## src/rtl/divider_pkg.sv

```systemverilog
// Shared definitions for the restoring divider: default widths, FSM state encoding, counter sizing.
package div_pkg;

  localparam int DEF_DIVIDEND_W = 16;
  localparam int DEF_DIVISOR_W  = 8;

  typedef enum logic [1:0] {
    ST_IDLE = 2'd0,
    ST_RUN  = 2'd1,
    ST_DONE = 2'd2
  } state_e;

  function automatic int cnt_w(input int w);
    return $clog2(w + 1);
  endfunction

  localparam int CNT_W = cnt_w(DEF_DIVIDEND_W);

endpackage

```

## src/rtl/divider_if.sv

```systemverilog
// Request/result bundle between a divider client (master) and the divider (slave).
interface divider_if #(
  parameter int DIVIDEND_W = div_pkg::DEF_DIVIDEND_W,
  parameter int DIVISOR_W  = div_pkg::DEF_DIVISOR_W
);
  logic                  start;
  logic [DIVIDEND_W-1:0] dividend;
  logic [DIVISOR_W-1:0]  divisor;
  logic                  busy;
  logic                  done;
  logic [DIVIDEND_W-1:0] quotient;
  logic [DIVISOR_W-1:0]  remainder;
  logic                  div_by_zero;

  modport master (
    output start, dividend, divisor,
    input  busy, done, quotient, remainder, div_by_zero
  );

  modport slave (
    input  start, dividend, divisor,
    output busy, done, quotient, remainder, div_by_zero
  );
endinterface

```

## src/rtl/divider_step.sv

```systemverilog
// One restoring-division iteration: shift {rem, quo} left, conditionally subtract divisor.
module div_step
  import div_pkg::*;
#(
  parameter int DIVIDEND_W = DEF_DIVIDEND_W,
  parameter int DIVISOR_W  = DEF_DIVISOR_W
) (
  input  logic [DIVISOR_W-1:0]  rem_in,
  input  logic [DIVIDEND_W-1:0] quo_in,
  input  logic [DIVISOR_W-1:0]  divisor,
  output logic [DIVISOR_W-1:0]  rem_out,
  output logic [DIVIDEND_W-1:0] quo_out
);
  logic [DIVISOR_W:0] shifted;
  logic               ge;

  assign shifted = {rem_in, quo_in[DIVIDEND_W-1]};
  assign ge      = shifted >= {1'b0, divisor};
  // Either branch fits DIVISOR_W bits; with divisor 0 the truncation keeps the low dividend bits.
  assign rem_out = DIVISOR_W'(ge ? shifted - {1'b0, divisor} : shifted);
  assign quo_out = {quo_in[DIVIDEND_W-2:0], ge};
endmodule

```

## src/rtl/divider.sv

```systemverilog
// Multi-cycle unsigned restoring divider, one quotient bit per RUN cycle.
// Define DIVIDER_ZERO_DETECT_EN to short-circuit divide-by-zero and raise div_by_zero.
module divider
  import div_pkg::*;
#(
  parameter int DIVIDEND_W = DEF_DIVIDEND_W,
  parameter int DIVISOR_W  = DEF_DIVISOR_W
) (
  input logic      clk,
  input logic      rst,
  divider_if.slave bus
);
  localparam int CW = cnt_w(DIVIDEND_W);

  state_e                state_q, state_d;
  logic [DIVIDEND_W-1:0] dvd_q, quo_step, quo_q;
  logic [DIVISOR_W-1:0]  dvs_q, rem_q, rem_step, rmd_q;
  logic [CW-1:0]         cnt_q;
  logic                  accept, finish, last_step, zero_hit;

`ifdef DIVIDER_ZERO_DETECT_EN
  logic zero_q, dbz_q;
  assign zero_hit = zero_q;

  always_ff @(posedge clk) begin
    if (rst) begin
      zero_q <= 1'b0;
      dbz_q  <= 1'b0;
    end else begin
      if (accept) zero_q <= (bus.divisor == '0);
      if (finish) dbz_q  <= zero_q;
    end
  end

  assign bus.div_by_zero = dbz_q;
`else
  assign zero_hit        = 1'b0;
  assign bus.div_by_zero = 1'b0;
`endif

  div_step #(
    .DIVIDEND_W(DIVIDEND_W),
    .DIVISOR_W (DIVISOR_W)
  ) u_step (
    .rem_in (rem_q),
    .quo_in (dvd_q),
    .divisor(dvs_q),
    .rem_out(rem_step),
    .quo_out(quo_step)
  );

  assign last_step = (cnt_q == CW'(DIVIDEND_W - 1));

  always_comb begin
    state_d = state_q;
    accept  = 1'b0;
    finish  = 1'b0;
    unique case (state_q)
      ST_IDLE: if (bus.start) begin
        accept  = 1'b1;
        state_d = ST_RUN;
      end
      ST_RUN: if (zero_hit || last_step) begin
        finish  = 1'b1;
        state_d = ST_DONE;
      end
      ST_DONE: begin
        accept  = bus.start;
        state_d = bus.start ? ST_RUN : ST_IDLE;
      end
      default: state_d = ST_IDLE;
    endcase
  end

  always_ff @(posedge clk) begin
    if (rst) state_q <= ST_IDLE;
    else     state_q <= state_d;
  end

  // dvd_q doubles as the quotient shift register once RUN starts.
  always_ff @(posedge clk) begin
    if (rst) begin
      dvd_q <= '0;
      dvs_q <= '0;
      rem_q <= '0;
      cnt_q <= '0;
      quo_q <= '0;
      rmd_q <= '0;
    end else begin
      if (accept) begin
        dvd_q <= bus.dividend;
        dvs_q <= bus.divisor;
        rem_q <= '0;
        cnt_q <= '0;
      end else if (state_q == ST_RUN) begin
        dvd_q <= quo_step;
        rem_q <= rem_step;
        cnt_q <= cnt_q + CW'(1);
      end
      if (finish) begin
        quo_q <= zero_hit ? '1 : quo_step;
        rmd_q <= zero_hit ? dvd_q[DIVISOR_W-1:0] : rem_step;
      end
    end
  end

  assign bus.busy      = (state_q == ST_RUN);
  assign bus.done      = (state_q == ST_DONE);
  assign bus.quotient  = quo_q;
  assign bus.remainder = rmd_q;
endmodule

```

## src/flat_wrapper.sv

```systemverilog
// flat-port wrapper written by rule: the top's interface ports become plain ports
module divider_flat import div_pkg::*;
#(
  parameter int DIVIDEND_W = DEF_DIVIDEND_W,
  parameter int DIVISOR_W  = DEF_DIVISOR_W
)
  (clk, rst, bus_start, bus_dividend, bus_divisor, bus_busy, bus_done, bus_quotient, bus_remainder, bus_div_by_zero);
  divider_if #(.DIVIDEND_W(DIVIDEND_W), .DIVISOR_W(DIVISOR_W)) bus_i ();
  input logic clk;
  input logic rst;
  input wire logic [$bits(bus_i.start)-1:0] bus_start;
  input wire logic [$bits(bus_i.dividend)-1:0] bus_dividend;
  input wire logic [$bits(bus_i.divisor)-1:0] bus_divisor;
  output wire logic [$bits(bus_i.busy)-1:0] bus_busy;
  output wire logic [$bits(bus_i.done)-1:0] bus_done;
  output wire logic [$bits(bus_i.quotient)-1:0] bus_quotient;
  output wire logic [$bits(bus_i.remainder)-1:0] bus_remainder;
  output wire logic [$bits(bus_i.div_by_zero)-1:0] bus_div_by_zero;
  assign bus_i.start = bus_start;
  assign bus_i.dividend = bus_dividend;
  assign bus_i.divisor = bus_divisor;
  assign bus_busy = bus_i.busy;
  assign bus_done = bus_i.done;
  assign bus_quotient = bus_i.quotient;
  assign bus_remainder = bus_i.remainder;
  assign bus_div_by_zero = bus_i.div_by_zero;
  divider #(.DIVIDEND_W(DIVIDEND_W), .DIVISOR_W(DIVISOR_W)) u_core (.clk(clk), .rst(rst), .bus(bus_i));
endmodule
```

## config.mk

```make
export PLATFORM = sky130hd
export DESIGN_NAME = divider_flat
export DESIGN_NICKNAME = d
export VERILOG_FILES = /design/src/rtl/divider_pkg.sv /design/src/rtl/divider_if.sv /design/src/rtl/divider_step.sv /design/src/rtl/divider.sv /design/src/flat_wrapper.sv
export SDC_FILE = /design/constraint.sdc
export NUM_CORES = 1
export LEC_CHECK = 0
export BUFFER_PORTS_ARGS = -buffer_cell sky130_fd_sc_hd__buf_2
export CAP_MARGIN = 30
export CORE_MARGIN = 2
export CORE_UTILIZATION = 40
export DETAILED_ROUTE_END_ITERATION = 16
export PLACE_DENSITY = 0.69
export SYNTH_ARGS = -nofsm -noshare
export SYNTH_HDL_FRONTEND = slang
export SYNTH_HIERARCHICAL = 1
export SYNTH_SLANG_ARGS = --single-unit
```

## constraint.sdc

```tcl
create_clock -name clk -period 2.8 [get_ports clk]
set_input_delay 0.42 -clock clk [delete_from_list [all_inputs] [get_ports clk]]
set_output_delay 0.42 -clock clk [all_outputs]
set_load 0.1 [all_outputs]
```

[After elaboration in Yosys (flattened, before gate mapping)]
Index checks and enable logic that the tools add are counted.
Operators by class
  $add $sub $neg: 2
  order comparisons: 1
  reduce and logical (&&, ||, !) cells: 4
  mux-type cells: 11
  equal/unequal tests: 5
Operators with widths (count)
  $mux 16: 2
  $ge 9x8->1: 1
  $mux 8: 1
  $sub 8x8->8: 1
  $pmux 2 s3: 1
  $add 5x1->5 const B: 1
  $eq 5x4->1 const B: 1
  $mux 1: 4
  $mux 2: 2
  $eq 2x1->1 const B: 1
  $eq 2x2->1 const B: 1
  $logic_not 2->1: 1
  $ne 2x1->1 const B: 1
  $ne 2x2->1 const B: 1
  $pmux 1 s2: 1
  $reduce_and 2->1: 1
  $reduce_bool 2->1: 1
  $reduce_or 2->1: 1
Word-level totals
  input port bits: 27
  output and inout bits: 27
  flip-flop bits (word level): 63
  logic and storage cells: 30

[Logic depth before layout (Yosys ltp)]
  depth after elaboration: 3
  depth in mapped cells: 12
  mapped depth without buffers: 10

[Cells and area by module]
Netlist, hierarchy kept.
By module, submodules not included
  divider: cells each 290, instances 1, seq. area each 1261.2 um^2, area an instance 2344.7 um^2
  div_step: cells each 82, instances 1, seq. area each 0.0 um^2, area an instance 659.4 um^2

[Least setup slack after synthesis]
No wires, ideal clock.
  path kind: flip-flop to output port
  from: reg u_core.state_q[1]
  to: out bus_done
  required time: 2.380 ns
  setup slack: 0.691 ns
  path buffers: 0
  stages on the path, launching flop included: 2
  arrival time: 1.689 ns
  cells stage by stage: dfxtp_1 -> nor2b_1
On the way
  cells in the longest elaborated chain, start to end: 1
Ends and longest elaborated chain
  from (decl): RTL line divider.sv:15  | state_e state_q, state_d;
  from (signal assigned): RTL line divider.sv:77  | else state_q <= state_d;
  $eq 2x2->1: RTL line divider.sv:108  | assign bus.done = (state_q == ST_DONE);
  to (decl): RTL line flat_wrapper.sv:15  | output wire logic [$bits(bus_i.done)-1:0] bus_done;
Every way passes these cells.

[Final worst setup path]
  from: reg u_core.rem_q[5]
  to: reg u_core.rem_q[1]
On the way
  cells in the longest elaborated chain, start to end: 2
Ends and longest elaborated chain
  from (decl): RTL line divider.sv:17  | logic [DIVISOR_W-1:0] dvs_q, rem_q, rem_step, rmd_q;
  from (signal assigned): RTL line divider.sv:97  | rem_q <= rem_step;
  $ge 9x8->1: RTL line divider_step.sv:18  | assign ge = shifted >= {1'b0, divisor};
  $mux 8: RTL line divider_step.sv:20  | assign rem_out = DIVISOR_W'(ge ? shifted - {1'b0, divisor} : shifted);
  via u_core.rem_step[1]: RTL line divider.sv:17
The timed path passes the listed nets, and every way through them passes these cells.
A chain may end at the register's enable or synchronous reset.

==> results.cfg <==
[cts]
cts_max_level = 3
cts_tree = built
cts_hold_buf = 0
clock_latency_ps = 340
path_clk_slew_ps = 70
postCtsSetupBuffers = 0
cts_buffers = 9
cts.sinks = 63
clk_path_buf_depth = 2
cts_resized = 0
root_buffer = clkbuf_8

[worst_setup_path]
cp_max_fo = 9
cpLargestDelayFamily = compound AO/OA/AOI/OAI gates
critPathMaxStageDelay_ps = 500
cp_slowest_cell = o21a_1
path_cells = ha_1 > a21o_1 > a2111oi_2 > o21a_1 > mux2i_1 > nand2_1 > a21oi_1
reg2reg_depth = 7
crit_type = flop to flop
rrSetupSlack_ps = 360
reg2reg_from = u_core/rem_q[5]$_SDFFE_PP0P_
critPathBufInv = 0
arrival_ps = 2710
reg2reg_to = u_core/rem_q[1]$_SDFFE_PP0P_
endpoint_kind = flop
cp.required_ps = 3060
critPathLaunchType = flop

[synthesis]
synth_flop_cell = dfxtp_1
ys_types = 41
yosys_warnings = 6
syn_area_um2 = 3000
yosysSeqAreaShare = 0.420
syn_area_per_cell_um2 = 8.08
async_reset_ff_frac = 0
synth_seq_cells = 63
synth_fp_nets = 410
netlist_instances = 372
synth_edf_count = 0

[place]
dp.cells = 491
gp_congestion = 0.828
io_buffer_count = 52
post-place-ws_ps = 393
dp_hpwl_mm = 4.78

[drt]
routed_wirelength_mm = 6.67
ant_nets = 0
firstDrtPassIters = 4
drcViolationCount = 0
initialDrtViolationCount = 157
wl_per_cell_um = 13.2
vias = 2566
routed_via_density = 5.06

[timing]
max_freq_mhz = 410
finalMaxSlewViolations = 0
layout_setup_ws_ps = 359
hold_viol = 0
setup_violations = 0
period_needed_ps = 2440
slew_headroom = 0.613
tns_ps = 0
final.period_utilization = 0.872
skew_ps = 6.41
worst_pin_slew_ps = 579
rsz0062_at_grt = no

[die]
io_pins = 54
die-area_um2 = 8220
rows = 31
fp.dieH_um = 90.7
initial_core_util = 0.414
core_um2 = 7250
die_w_um = 90.7

[global_route]
use_met2 = 0.263
gr-max-usage-layer = met2
grtUsageTotal = 0.166
grt_pass1_vias = 2417
gr-total-overflow = 0
grt.met3_usage = 0.0442
grt_max_degree = 46
antenna_found_initial = 0
grt_use_met1 = 0.219
grt_first_pass_wirelength_mm = 11.1

[power]
power.density_nw_per_um2 = 629
p_leak_nw = 1.39
fin_total_pwr_mw = 2.13
vdd_drop_max_mv = 0.336

[finish]
instances_no_fill = 507
area_growth_pct = 12.6
final_util = 0.466
nets = 441
layout-drive-gt1-share = 0.211
antenna-diode-count = 0
n_fill_cell = 732

[hold_path]
min_to = u_core/dvs_q[7]$_SDFFE_PP0P_
hold_depth = 3
hold_path.class = primary input to flop
min_from = bus_divisor[7]

[outcome]
status = complete, no violations

[run]
cap_violations = 0
registers in the layout (all words and copies together) (netlist names):
name and flops:
u_core/dvd_q 16, u_core/dvs_q 8, u_core/rem_q 8, u_core/cnt_q 5, u_core/bus.quotient 16, u_core/bus.remainder 8
u_core/state_q 2
stage by stage:
| stage | area, um^2 | hold WS, ps |
|---|---|---|
| finish | 3380 | 325 |
| global route | 3380 | 334 |
| CTS | 3380 | 314 |
| detailed placement | 3210 | 444 |
| global placement | 3210 | 441 |
| floorplan | 3000 | 436 |
report_power, final:
group / internal [mW] / leakage (nW) / switching, mW
clock: 0.344 / 0.0853 / 0.361
sequential: 0.935 / 0.513 / 0.0313
combinational: 0.212 / 0.792 / 0.246
worst register-to-register path: stages, from the launching register on:
cell and delay (ps):
dfxtp_1 350, ha_1 380, a21o_1 240, a2111oi_2 360, o21a_1 500, mux2i_1 330, nand2_1 90, a21oi_1 120
cells in the mapped netlist, types with 2 or more instances:
master	instances	share of area
nand2_1	94	0.12
a22oi_1	4	0.010
a31oi_1	6	0.012
nor3_1	17	0.028
buf_2	13	0.022
mux2_4	6	0.030
dfxtp_1	63	0.42
nor2b_1	3	0.0062
o21a_1	3	0.0075
ha_1	10	0.042
a21o_1	2	0.0050
nand3_1	7	0.012
mux2i_1	2	0.0067
o21ai_0	8	0.013
xnor2_1	4	0.012
nand2b_1	4	0.0083
nor2_1	9	0.011
a21oi_1	48	0.080
a211oi_1	2	0.0050
clkbuf_1	5	0.0062
nand3b_1	2	0.0050
buf_4	19	0.047
o22ai_1	7	0.015
buf_6	3	0.011
inv_1	15	0.019
layout by cell type (no fill, tap or decap), types with 2 or more instances in the layout:
| cell | count |
|---|---|
| xnor2_1 | 4 |
| inv_1 | 15 |
| dfxtp_1 | 63 |
| a21oi_1 | 48 |
| mux2i_1 | 2 |
| buf_4 | 9 |
| nand2b_1 | 4 |
| clkbuf_8 | 10 |
| nand3b_1 | 2 |
| buf_2 | 51 |
| o21a_1 | 3 |
| a21o_1 | 2 |
| nor2b_1 | 3 |
| mux2_4 | 6 |
| a31oi_1 | 6 |
| nor2_1 | 9 |
| clkinv_2 | 2 |
| ha_1 | 10 |
| nand3_1 | 7 |
| o21ai_0 | 8 |
| nor3_1 | 17 |
| nand2_1 | 94 |
| a22oi_1 | 4 |
| o22ai_1 | 7 |
| clkinvlp_4 | 2 |
| a211oi_1 | 2 |
layer usage:
layer | share of wire | vias to the layer above
met1 | 0.48 | 1198
met2 | 0.45 | 64
li1 | - | 1297
met4 | 0.0097 | 0
met5 | 0 | -
met3 | 0.055 | 7
worst max path at each step:
| stage | slack, ps | depth (start not counted) | endpoint | from |
|---|---|---|---|---|
| after detailed placement | 390 | 9 | u_core/rem_q[1]$_SDFFE_PP0P_ | u_core/dvs_q[5]$_SDFFE_PP0P_ |
| after CTS | 370 | 7 | u_core/rem_q[1]$_SDFFE_PP0P_ | u_core/rem_q[5]$_SDFFE_PP0P_ |
| after global routing | 130 | 9 | u_core/rem_q[1]$_SDFFE_PP0P_ | u_core/dvs_q[5]$_SDFFE_PP0P_ |
| final | 360 | 7 | u_core/rem_q[1]$_SDFFE_PP0P_ | u_core/rem_q[5]$_SDFFE_PP0P_ |
| after global placement | 410 | 7 | u_core/rem_q[3]$_SDFFE_PP0P_ | u_core/rem_q[5]$_SDFFE_PP0P_ |
| after floorplan | 690 | 1 | bus_done | u_core/state_q[1]$_SDFFE_PP0P_ |
area by class of cell:
class                      instances  area (um^2)  share of cell area
multi-input combinational        253         1420               0.421
timing repair buffer              61          343               0.101
sequential                        63         1260               0.373
inverter                          15         56.3              0.0166
clock inverter                     5         33.8             0.00999
clock buffer                      11          141              0.0418
tap                               99          124              0.0366
logic make-up (layout without fill, tap and decap cells):
logic type | after synthesis | after routing | share of synthesized area
adders and majority gates | 11 | 11 | 0.0483
AOI/OAI and AO/OA | 87 | 87 | 0.173
DFF | 63 | 63 | 0.420
muxes | 8 | 8 | 0.0367
xor gates and xnor gates | 5 | 5 | 0.0146
other | 1 | 1 | 0.00125
buffers and inverters | 56 | 92 | 0.107
and+or+nand+nor | 141 | 141 | 0.200
Power figures use the tool's default switching activity.
